$ cat config.mk
export PLATFORM = sky130hd
export DESIGN_NAME = conv11_input_reader
export DESIGN_NICKNAME = d
export VERILOG_FILES = /design/src/rtl/conv11_pkg.sv /design/src/rtl/conv11_input_reader_mac.sv /design/src/rtl/conv11_input_reader.sv
export SDC_FILE = /design/constraint.sdc
export NUM_CORES = 1
export LEC_CHECK = 0
export ABC_CLOCK_PERIOD_IN_PS = 10600
export BUFFER_PORTS_ARGS = -buffer_cell sky130_fd_sc_hd__buf_4
export CAP_MARGIN = 10
export CORE_MARGIN = 1.5
export CORE_UTILIZATION = 40
export CTS_BUF_LIST = sky130_fd_sc_hd__clkbuf_4
export DETAILED_ROUTE_END_ITERATION = 7
export MAX_ROUTING_LAYER = met4
export PLACE_DENSITY = 0.6
export SYNTH_ARGS = -nofsm -noshare
export SYNTH_HDL_FRONTEND = slang
export SYNTH_HIERARCHICAL = 1
export SYNTH_SLANG_ARGS = --single-unit
$ cat constraint.sdc
create_clock -name clk -period 10.6 [get_ports clk]
set_clock_uncertainty 0.1 [all_clocks]
set_input_delay 2.12 -clock clk [delete_from_list [all_inputs] [get_ports clk]]
set_output_delay 2.12 -clock clk [all_outputs]
set_load 0.01 [all_outputs]
$ cat src/rtl/conv11_pkg.sv
// conv11 shared types and defaults.
// Used by the conv11 input reader, MAC and neighbouring stages.
package conv11_pkg;

  typedef enum logic [1:0] {
    IDLE,
    READ,
    CAPTURE,
    OUT
  } state_t;

  localparam int DEF_DATA_WIDTH = 8;
  localparam int DEF_CH_IN      = 4;

  // Product width plus enough headroom for ch full-scale products.
  function automatic int acc_width(input int dw, input int ch);
    return 2 * dw + $clog2(ch);
  endfunction

endpackage

$ cat src/rtl/conv11_input_reader_mac.sv
// conv11 signed multiply-accumulate.
// Ports: clk, rst_n, clr, en, a, b in; acc (registered), sum (acc + a*b) out.
module conv11_mac
  import conv11_pkg::*;
#(
  parameter int DATA_WIDTH = DEF_DATA_WIDTH,
  parameter int ACC_WIDTH  =
    acc_width(DEF_DATA_WIDTH, DEF_CH_IN)
) (
  input  logic                         clk,
  input  logic                         rst_n,
  input  logic                         clr,
  input  logic                         en,
  input  logic signed [DATA_WIDTH-1:0] a,
  input  logic signed [DATA_WIDTH-1:0] b,
  output logic signed [ACC_WIDTH-1:0]  acc,
  output logic signed [ACC_WIDTH-1:0]  sum
);

  localparam int PW = 2 * DATA_WIDTH;

  logic signed [PW-1:0]        prod;
  logic signed [ACC_WIDTH-1:0] prod_x;

  assign prod   = a * b;
  assign prod_x = {{(ACC_WIDTH - PW){prod[PW-1]}}, prod};
  assign sum    = acc + prod_x;

  always_ff @(posedge clk or negedge rst_n) begin
    if (!rst_n) begin
      acc <= '0;
    end else if (clr) begin
      acc <= '0;
    end else if (en) begin
      acc <= sum;
    end
  end

endmodule

$ cat src/rtl/conv11_input_reader.sv
// conv11 input reader: pulls CH_IN samples, MACs with weights, emits a pixel.
// Ports: buffer load/read_en/in_data, weight_addr/data, out valid/ready/data, busy.
module conv11_input_reader
  import conv11_pkg::*;
#(
  parameter int DATA_WIDTH = DEF_DATA_WIDTH,
  parameter int CH_IN      = DEF_CH_IN,
  parameter int ACC_WIDTH  = acc_width(DATA_WIDTH, CH_IN),
  localparam int CW        = $clog2(CH_IN)
) (
  input  logic                         clk,
  input  logic                         rst_n,
  input  logic                         inputbuf_load,
  output logic                         inputbuf_read_en,
  input  logic signed [DATA_WIDTH-1:0] in_data,
  output logic [CW-1:0]                weight_addr,
  input  logic signed [DATA_WIDTH-1:0] weight_data,
  output logic                         out_valid,
  input  logic                         out_ready,
  output logic signed [ACC_WIDTH-1:0]  out_data,
  output logic                         busy
);

  localparam logic [CW-1:0] LAST = CW'(CH_IN - 1);

  state_t                      state;
  logic [CW-1:0]               ch;
  logic                        mac_clr;
  logic                        mac_en;
  logic signed [ACC_WIDTH-1:0] acc;
  logic signed [ACC_WIDTH-1:0] sum;

  assign mac_en      = (state == CAPTURE);
  assign mac_clr     = (state == OUT) && out_ready;
  assign weight_addr = ch;
  assign busy        = (state != IDLE) || (ch != '0);

  conv11_mac #(
    .DATA_WIDTH(DATA_WIDTH),
    .ACC_WIDTH (ACC_WIDTH)
  ) u_mac (
    .clk  (clk),
    .rst_n(rst_n),
    .clr  (mac_clr),
    .en   (mac_en),
    .a    (in_data),
    .b    (weight_data),
    .acc  (acc),
    .sum  (sum)
  );

  // Every channel passes back through IDLE so load is re-sampled
  // only after the buffer has reacted to the previous strobe.
  always_ff @(posedge clk or negedge rst_n) begin
    if (!rst_n) begin
      state            <= IDLE;
      ch               <= '0;
      inputbuf_read_en <= 1'b0;
      out_valid        <= 1'b0;
      out_data         <= '0;
    end else begin
      inputbuf_read_en <= 1'b0;
      unique case (state)
        IDLE: begin
          if (inputbuf_load) begin
            state            <= READ;
            inputbuf_read_en <= 1'b1;
          end
        end
        READ: begin
          state <= CAPTURE;
        end
        CAPTURE: begin
          if (ch == LAST) begin
            state     <= OUT;
            out_valid <= 1'b1;
            out_data  <= sum;
          end else begin
            ch    <= ch + 1'b1;
            state <= IDLE;
          end
        end
        OUT: begin
          if (out_ready) begin
            out_valid <= 1'b0;
            ch        <= '0;
            state     <= IDLE;
          end
        end
        default: state <= IDLE;
      endcase
    end
  end

endmodule

==> metrics, run 1 <==
Hold Vio Cnt, Final=0; flops & latches, synth=42; gpl congestion=0.843; RSZ-0062 raised after global routing=no; CTS Buffer Depth=2; flop2flop setup slack=5800 ps; first-pass GRT wire length=approximately 17000 um; largest area contributor in the netlist=fa_1; post-cts sizing count=0; die area=~0.014 mm^2; Worst setup SP type=input port; # rows=41; setup_tns=0 ps; Inserted Clock Buffers=5; syn avg cell area=between 10 and 15 um^2; Remaining DRCs=0; clk slew on worst S/H paths=120 ps; nets=679; crit path kind=input port to register; final antenna-violating net count=0; CP endpoint kind=register; hold crit path type=register to register; Die Ht=116 um; most frequent cells in the layout=100 x inv_1, 80 x fa_1, 45 x ha_1; Detail Placement HPWL=8310 um; Pins Over Slew Limit=0; CTS tree=built; Post-CTS Setup Repair Bufs=0; CTS Hold Buffers Added=0; Hold Crit Depth=1; vias=around 3300; Antenna Diode Count=0; Layout area overhead=10.4%; Vias per Instance=4.70; GR Util met3=0.0187; layout cell share with drive strength beyond 1=0.142; grt total ovfl=0; MaxCap Viol Count=0; met1 Usage GRT=0.204; Post-Syn Area=between 0.005 and 0.006 mm^2; CTS Sinks=42; CTS H-tree lvls=2; vias in the first global route=roughly 3600; Top-Level Pins=43; Synth top area share=0.312; Setup-failing EPs final=0; Critical Path RT=about 11000 ps; Detailed Route Iter0 Violations=165; I/O Buffers=42; largest net degree at the start of global routing=43; most used routing layer=met2; Syn Inst Count=between 400 and 500; root buf cell=clkbuf_4; Worst-Skew Late Latency=approximately 340 ps; Worst EP arrival=7000 ps; Worst Tran Pin Value=659 ps; GRT met2 Usage=0.296; routed len/inst=13.7 um; Worst R2R End=out_data[10]; Detailed Routing Iterations Pass 1=5; Die W=116 um; All-Layer GR Usage=0.163; Ys Warns=6; Yosys cell types=47; Rel. slew slack=0.560; Min-Delay Endpoint=out_data[5]; most common cell after layout, fill and taps aside=inv_1; status=complete, no violations; antenna violations before repair=0; ys flop type=dfrtp_1; hold path start=out_data[5]; r2r worst-path depth=17; Floorplan Core Area=0.0126 mm^2; sequential-to-total area share from yosys stat=0.205; synth top area cells=fa_1 31%, dfrtp_1 20%, ha_1 11%; EDFF count, synth=0; RR Startpoint=u_mac/acc[6]; Achievable Freq=146 MHz; CP Max Fanout=11; Final Cycle Share=0.647; Starting Density=0.408; Util after Layout=0.451; Post-synth ARST share=1.00; drt total wl=between 9000 and 10000 um; crit path time final=6860 ps; Post-Syn Nets=639
[layer usage]
metal  part of all wire  routed length [um]  vias to the layer above
li1                   -                   -                     1610
met4             0.0028                  27                        0
met5                  0                   0                        -
met1               0.42                4030                     1666
met3              0.021                 202                        2
met2               0.56                5440                       39
[stage by stage]
step / hold WS, ps / std cells / cell area, um^2 / setup slack, ps
6_report: 420 / 706 / 5660 / 3740
4_1_cts: 429 / 705 / 5640 / 3770
3_5_place_dp: 398 / 698 / 5590 / 3390
2_1_floorplan: 386 / 494 / 5130 / 3760
5_1_grt: 442 / 706 / 5660 / 3480
3_3_place_gp: 394 / 698 / 5590 / 3440
[layout make-up]
cell class	instances	area, um^2
clock inverters	2	10.0
fillers	1173	6910
clock buffers	5	37.5
flip-flops and latches	42	1050
repair buffers	44	350
multi-input cells	339	3610
well taps	172	215
inverters	102	384
[critical path, cell delays in order]
cell and delay, ps:
buf_4 120, and2_1 560, inv_1 120, fa_1 500
inv_1 60, fa_1 520, fa_1 440, fa_1 580
fa_1 420, ha_1 330, o21ai_0 120, o211ai_1 330
a31oi_2 190, a21oi_1 200, xnor2_1 110, mux2_2 260
[registers in the layout, indices dropped and copies added, names as in the netlist]
signal            cells
inputbuf_read_en      1
out_data             18
out_valid             1
state                 2
u_mac/acc            18
weight_addr           2
[cell usage after synthesis, types with 2 or more instances]
cell / n
inv_1: 100
fa_1: 80
ha_1: 45
dfrtp_1: 42
and2_1: 35
nand2_1: 35
nor2_1: 29
xnor2_1: 16
mux2i_1: 13
a21oi_1: 12
mux2_4: 10
mux2_2: 8
o211ai_1: 5
o21ai_0: 5
a21o_1: 4
buf_6: 4
xor2_1: 4
a211oi_1: 3
clkbuf_1: 3
nand3_1: 3
nor2b_1: 3
o21bai_1: 3
buf_4: 2
clkbuf_2: 2
nand3b_1: 2
nand4_1: 2
nor3_1: 2
o21a_1: 2
o2bb2ai_1: 2
[logic make-up after synthesis]
| logic type | after synthesis | synth area share |
|---|---|---|
| adders and majority gates | 125 | 0.422 |
| and+or+nand+nor | 117 | 0.114 |
| buffers and inverters | 113 | 0.0908 |
| AOI/OAI and AO/OA | 46 | 0.0622 |
| DFF | 42 | 0.205 |
| muxes | 31 | 0.0722 |
| xor gates and xnor gates | 20 | 0.0342 |
[worst max-delay path by stage]
stage | startpoint | end | cells past startpoint
after floorplan | weight_data[0] | out_data[10] | 15
after global placement | weight_data[0] | out_data[10] | 16
after detailed placement | weight_data[0] | out_data[10] | 16
after CTS | weight_data[0] | out_data[17] | 16
after global routing | weight_data[0] | out_data[17] | 16
final | weight_data[0] | out_data[17] | 16
Power of run 1 is not shown: default switching activity piles up to over one toggle a cycle in this logic, so the estimate is an artifact.
==> run 2: changes to the inputs <==
ABC_CLOCK_PERIOD_IN_PS = 7100   (was 10600)
clock period = 7.1 ns   (was 10.6 ns; I/O delays follow)
==> metrics, run 2 (synthesis results as in run 1) <==
status=complete, no violations; Rel. slew slack=0.644; CTS tree=built; CTS Sinks=42; CP endpoint kind=register; worst setup path start=weight_data[1]; vias=3357; Worst R2R End=out_data[10]; Fillers=roughly 1200; Achievable Freq=171 MHz; Floorplan Core Area=0.0126 mm^2; met1 Usage GRT=0.197; crit path kind=input port to register; setup_tns=0 ps; Post-CTS Setup Repair Bufs=0; Final Cycle Share=0.821; I/O Buffers=42; r2r worst-path depth=17; crit path time final=between 5000 and 6000 ps; Antenna Diode Count=0; Starting Density=0.408; Hold Vio Cnt, Final=0; Die Ht=~120 um; CTS Buffer Depth=2; most common cell after layout, fill and taps aside=inv_1; gpl congestion=0.811; GRT met2 Usage=0.298; Top-Level Pins=43; MaxCap Viol Count=0; # rows=41; final antenna-violating net count=0; Worst-Skew Late Latency=360 ps; Die W=116 um; routed len/inst=approximately 14 um; Remaining DRCs=0; Worst setup SP type=input port; RR Startpoint=u_mac/acc[6]; Layout area overhead=10.5%; flop2flop setup slack=2270 ps; grt total ovfl=0; GR Util met3=0.0213; clk slew on worst S/H paths=140 ps; CP Max Fanout=10; Detailed Route Iter0 Violations=129; layout cell share with drive strength beyond 1=0.146; die area=about 0.014 mm^2; most frequent cells in the layout=100 x inv_1, 80 x fa_1, 45 x ha_1, 45 x buf_4, 42 x dfrtp_1; drt total wl=9780 um; All-Layer GR Usage=0.164; Worst EP arrival=5980 ps; vias in the first global route=3639; CTS Hold Buffers Added=0; Detailed Routing Iterations Pass 1=4; Worst Setup EP=out_data[14]; nets=680; Vias per Instance=4.74; hold crit path type=register to register; Setup-failing EPs final=0; Inserted Clock Buffers=5; Worst Tran Pin Value=534 ps; root buf cell=clkbuf_4; RSZ-0062 raised after global routing=no; Detail Placement HPWL=8250 um; most used routing layer=met2; antenna violations before repair=0; first-pass GRT wire length=16800 um; CTS H-tree lvls=2; post-cts sizing count=0; Largest regs=out_data (18), u_mac/acc (18); Pins Over Slew Limit=0; largest net degree at the start of global routing=43; Critical Path RT=between 7000 and 8000 ps
## run 2: metrics by stage
step	instances	util	hold WS, ps	cell area [um^2]	setup WS (ps)
final	708	0.451	425	5670	1270
after global placement	700	0.446	395	5600	1010
after floorplan	494	-	386	5130	956
after detailed placement	700	0.446	398	5600	887
after global routing	708	0.451	454	5670	1090
after CTS	708	0.451	431	5670	1280
## run 2: worst min-delay path by stage
stage,start,to,slack (ps),depth (start not counted)
detailed placement,out_data[3],out_data[3],400,1
global placement,out_data[3],out_data[3],390,1
global route,out_data[15],out_data[15],450,1
floorplan,u_mac/acc[1],u_mac/acc[1],390,2
CTS,out_data[3],out_data[3],430,1
finish,out_data[3],out_data[3],430,1
## run 2: critical path, stage by stage
cell and delay [ps]:
buf_4 120, and2_1 470, fa_1 530, fa_1 500
fa_1 560, fa_1 420, ha_1 310, ha_1 390
a21oi_2 240, o211ai_1 190, o211ai_1 260, nand2_1 120
xor2_1 160, mux2_4 260
## run 2: routing by layer
metal	routed length, um	part of all wire
met1	4190	0.43
met2	5360	0.55
met3	172	0.018
met4	55	0.0056
met5	0	0
## run 2: cell type report
cell class | instances | area (um^2) | area share
Multi-Input combinational cell | 339 | 3610 | 0.638
Sequential cell | 42 | 1050 | 0.185
Inverter | 102 | 384 | 0.0678
Timing Repair Buffer | 45 | 338 | 0.0596
Tap cell | 172 | 215 | 0.0380
Clock buffer | 5 | 37.5 | 0.00662
Clock inverter | 3 | 26.3 | 0.00464
Power of run 2 is left out for the same reason.
==> run 3: changes to the inputs <==
ABC_AREA = 1   (was not set)
ABC_CLOCK_PERIOD_IN_PS = 5900   (was 7100)
clock period = 5.9 ns   (was 7.1 ns; I/O delays follow)
==> metrics, run 3 <==
Worst setup SP type=input port; hold path start=out_data[12]; Synth top area share=0.299; Die W=119 um; largest area contributor in the netlist=fa_1; Remaining DRCs=0; setup_tns=0 ps; EDFF count, synth=0; layout cell share with drive strength beyond 1=0.111; Rel. slew slack=0.627; flop2flop setup slack=1380 ps; Setup-failing EPs final=0; sequential-to-total area share from yosys stat=0.196; Post-synth top cells=192 x nand2_1, 158 x inv_1, 80 x fa_1, 45 x ha_1, 42 x dfrtp_1; antenna violations before repair=0; drt total wl=11400 um; Hold Vio Cnt, Final=0; crit path time final=5470 ps; CTS Buffer Depth=2; vias=3984; r2r worst-path depth=21; Ys Warns=6; CTS H-tree lvls=2; Post-CTS Setup Repair Bufs=0; gpl congestion=0.844; nets=838; All-Layer GR Usage=0.184; Top-Level Pins=43; CP endpoint kind=register; Post-synth ARST share=1.00; Post-Syn Area=0.00536 mm^2; Worst EP arrival=5640 ps; RR Startpoint=u_mac/acc[6]; most common cell after layout, fill and taps aside=nand2_1; MaxCap Viol Count=0; root buf cell=clkbuf_4; routed len/inst=13.1 um; Final Cycle Share=0.927; crit path kind=input port to register; CTS Hold Buffers Added=0; CTS Sinks=42; Die Ht=119 um; clk slew on worst S/H paths=approximately 130 ps; Syn Inst Count=659; Antenna Diode Count=0; hold crit path type=register to register; first-pass GRT wire length=20500 um; CP Max Fanout=5; I/O Buffers=42; Floorplan Core Area=~0.013 mm^2; Fillers=approximately 1300; Worst-Skew Late Latency=360 ps; Yosys cell types=34; largest net degree at the start of global routing=between 40 and 50; Post-Syn Nets=804; final antenna-violating net count=0; Hold Crit Depth=2; Achievable Freq=183 MHz; Critical Path RT=6070 ps; most frequent cells in the layout=192 x nand2_1, 158 x inv_1, 80 x fa_1; Inserted Clock Buffers=5; Pins Over Slew Limit=0; die area=0.0141 mm^2; count leader, synth=nand2_1; Starting Density=0.408; status=complete, no violations; CTS tree=built; # rows=42; Detail Placement HPWL=9640 um; post-cts sizing count=0; flops & latches, synth=42; Worst R2R End=out_data[17]; synth top area cells=fa_1 30%, dfrtp_1 20%, nand2_1 13%; Detailed Route Iter0 Violations=198; Vias per Instance=4.58; ys flop type=dfrtp_1; Detailed Routing Iterations Pass 1=6; syn avg cell area=between 8 and 9 um^2; Min-Delay Endpoint=out_data[12]; Largest regs=out_data (18), u_mac/acc (18); Layout area overhead=10.3%; vias in the first global route=4280; grt total ovfl=0; Worst Tran Pin Value=559 ps; RSZ-0062 raised after global routing=no
[run 3: cell count changes after synthesis, sizes merged, moves of 13 or more]
cell   before  now
nand2      35  200
inv       100  162
and2       35    5
nand3       4   23
mux2       18    0
mux2i      13    0
[run 3: layout make-up]
cell class | instances | area [um^2] | share of cell area
Tap cell | 176 | 220 | 0.0373
Multi-Input combinational cell | 434 | 3580 | 0.605
Clock inverter | 2 | 37.5 | 0.00635
Sequential cell | 42 | 1050 | 0.178
Inverter | 163 | 612 | 0.104
Clock buffer | 6 | 45.0 | 0.00762
Timing Repair Buffer | 47 | 365 | 0.0618
[run 3: kinds of logic (layout without fill, tap and decap cells)]
| kind of cell | count (synthesis) | in the layout | synth area share |
|---|---|---|---|
| simple gates | 271 | 271 | 0.214 |
| buf+inv | 183 | 218 | 0.136 |
| compound gates | 29 | 29 | 0.0332 |
| xor+xnor | 9 | 9 | 0.0161 |
| fa+ha+maj | 125 | 125 | 0.404 |
| flops | 42 | 42 | 0.196 |
[run 3: critical path, cell delays in order]
cell	delay (ps)
buf_4	80
clkinv_1	80
or2_2	290
fa_1	470
fa_1	550
inv_1	60
fa_1	500
fa_1	610
fa_1	440
ha_1	380
nand2_2	150
inv_1	50
nand2_1	70
nand2_2	70
nor2_4	170
nor2_2	40
nor2_1	90
nand3_1	90
and2_1	150
nand2_1	60
nand2_1	40
[run 3: worst max-delay path by stage]
stage,startpoint,to,slack (ps)
3_3_place_gp,weight_data[7],out_data[17],90
4_1_cts,weight_data[7],out_data[17],430
3_5_place_dp,weight_data[7],out_data[17],50
6_report,weight_data[7],out_data[17],430
5_1_grt,weight_data[7],out_data[17],210
2_1_floorplan,weight_data[7],out_data[17],260
[run 3: layer usage]
metal / track usage / share of wire / vias up
li1: - / - / 1981
met5: - / 0 / -
met4: 0.0467 / 0.022 / 0
met2: 0.301 / 0.50 / 51
met3: 0.0188 / 0.020 / 19
met1: 0.246 / 0.46 / 1933
[run 3: per-stage QoR]
step / hold slack, ps / setup WS [ps] / util / cell area (um^2) / cells
global route: 424 / 210 / 0.450 / 5910 / 870
floorplan: 372 / 261 / - / 5360 / 659
global placement: 359 / 89.0 / 0.443 / 5830 / 862
finish: 399 / 430 / 0.450 / 5910 / 870
detailed placement: 371 / 49.1 / 0.443 / 5830 / 862
CTS: 404 / 428 / 0.450 / 5910 / 870
Power of run 3 is left out for the same reason.
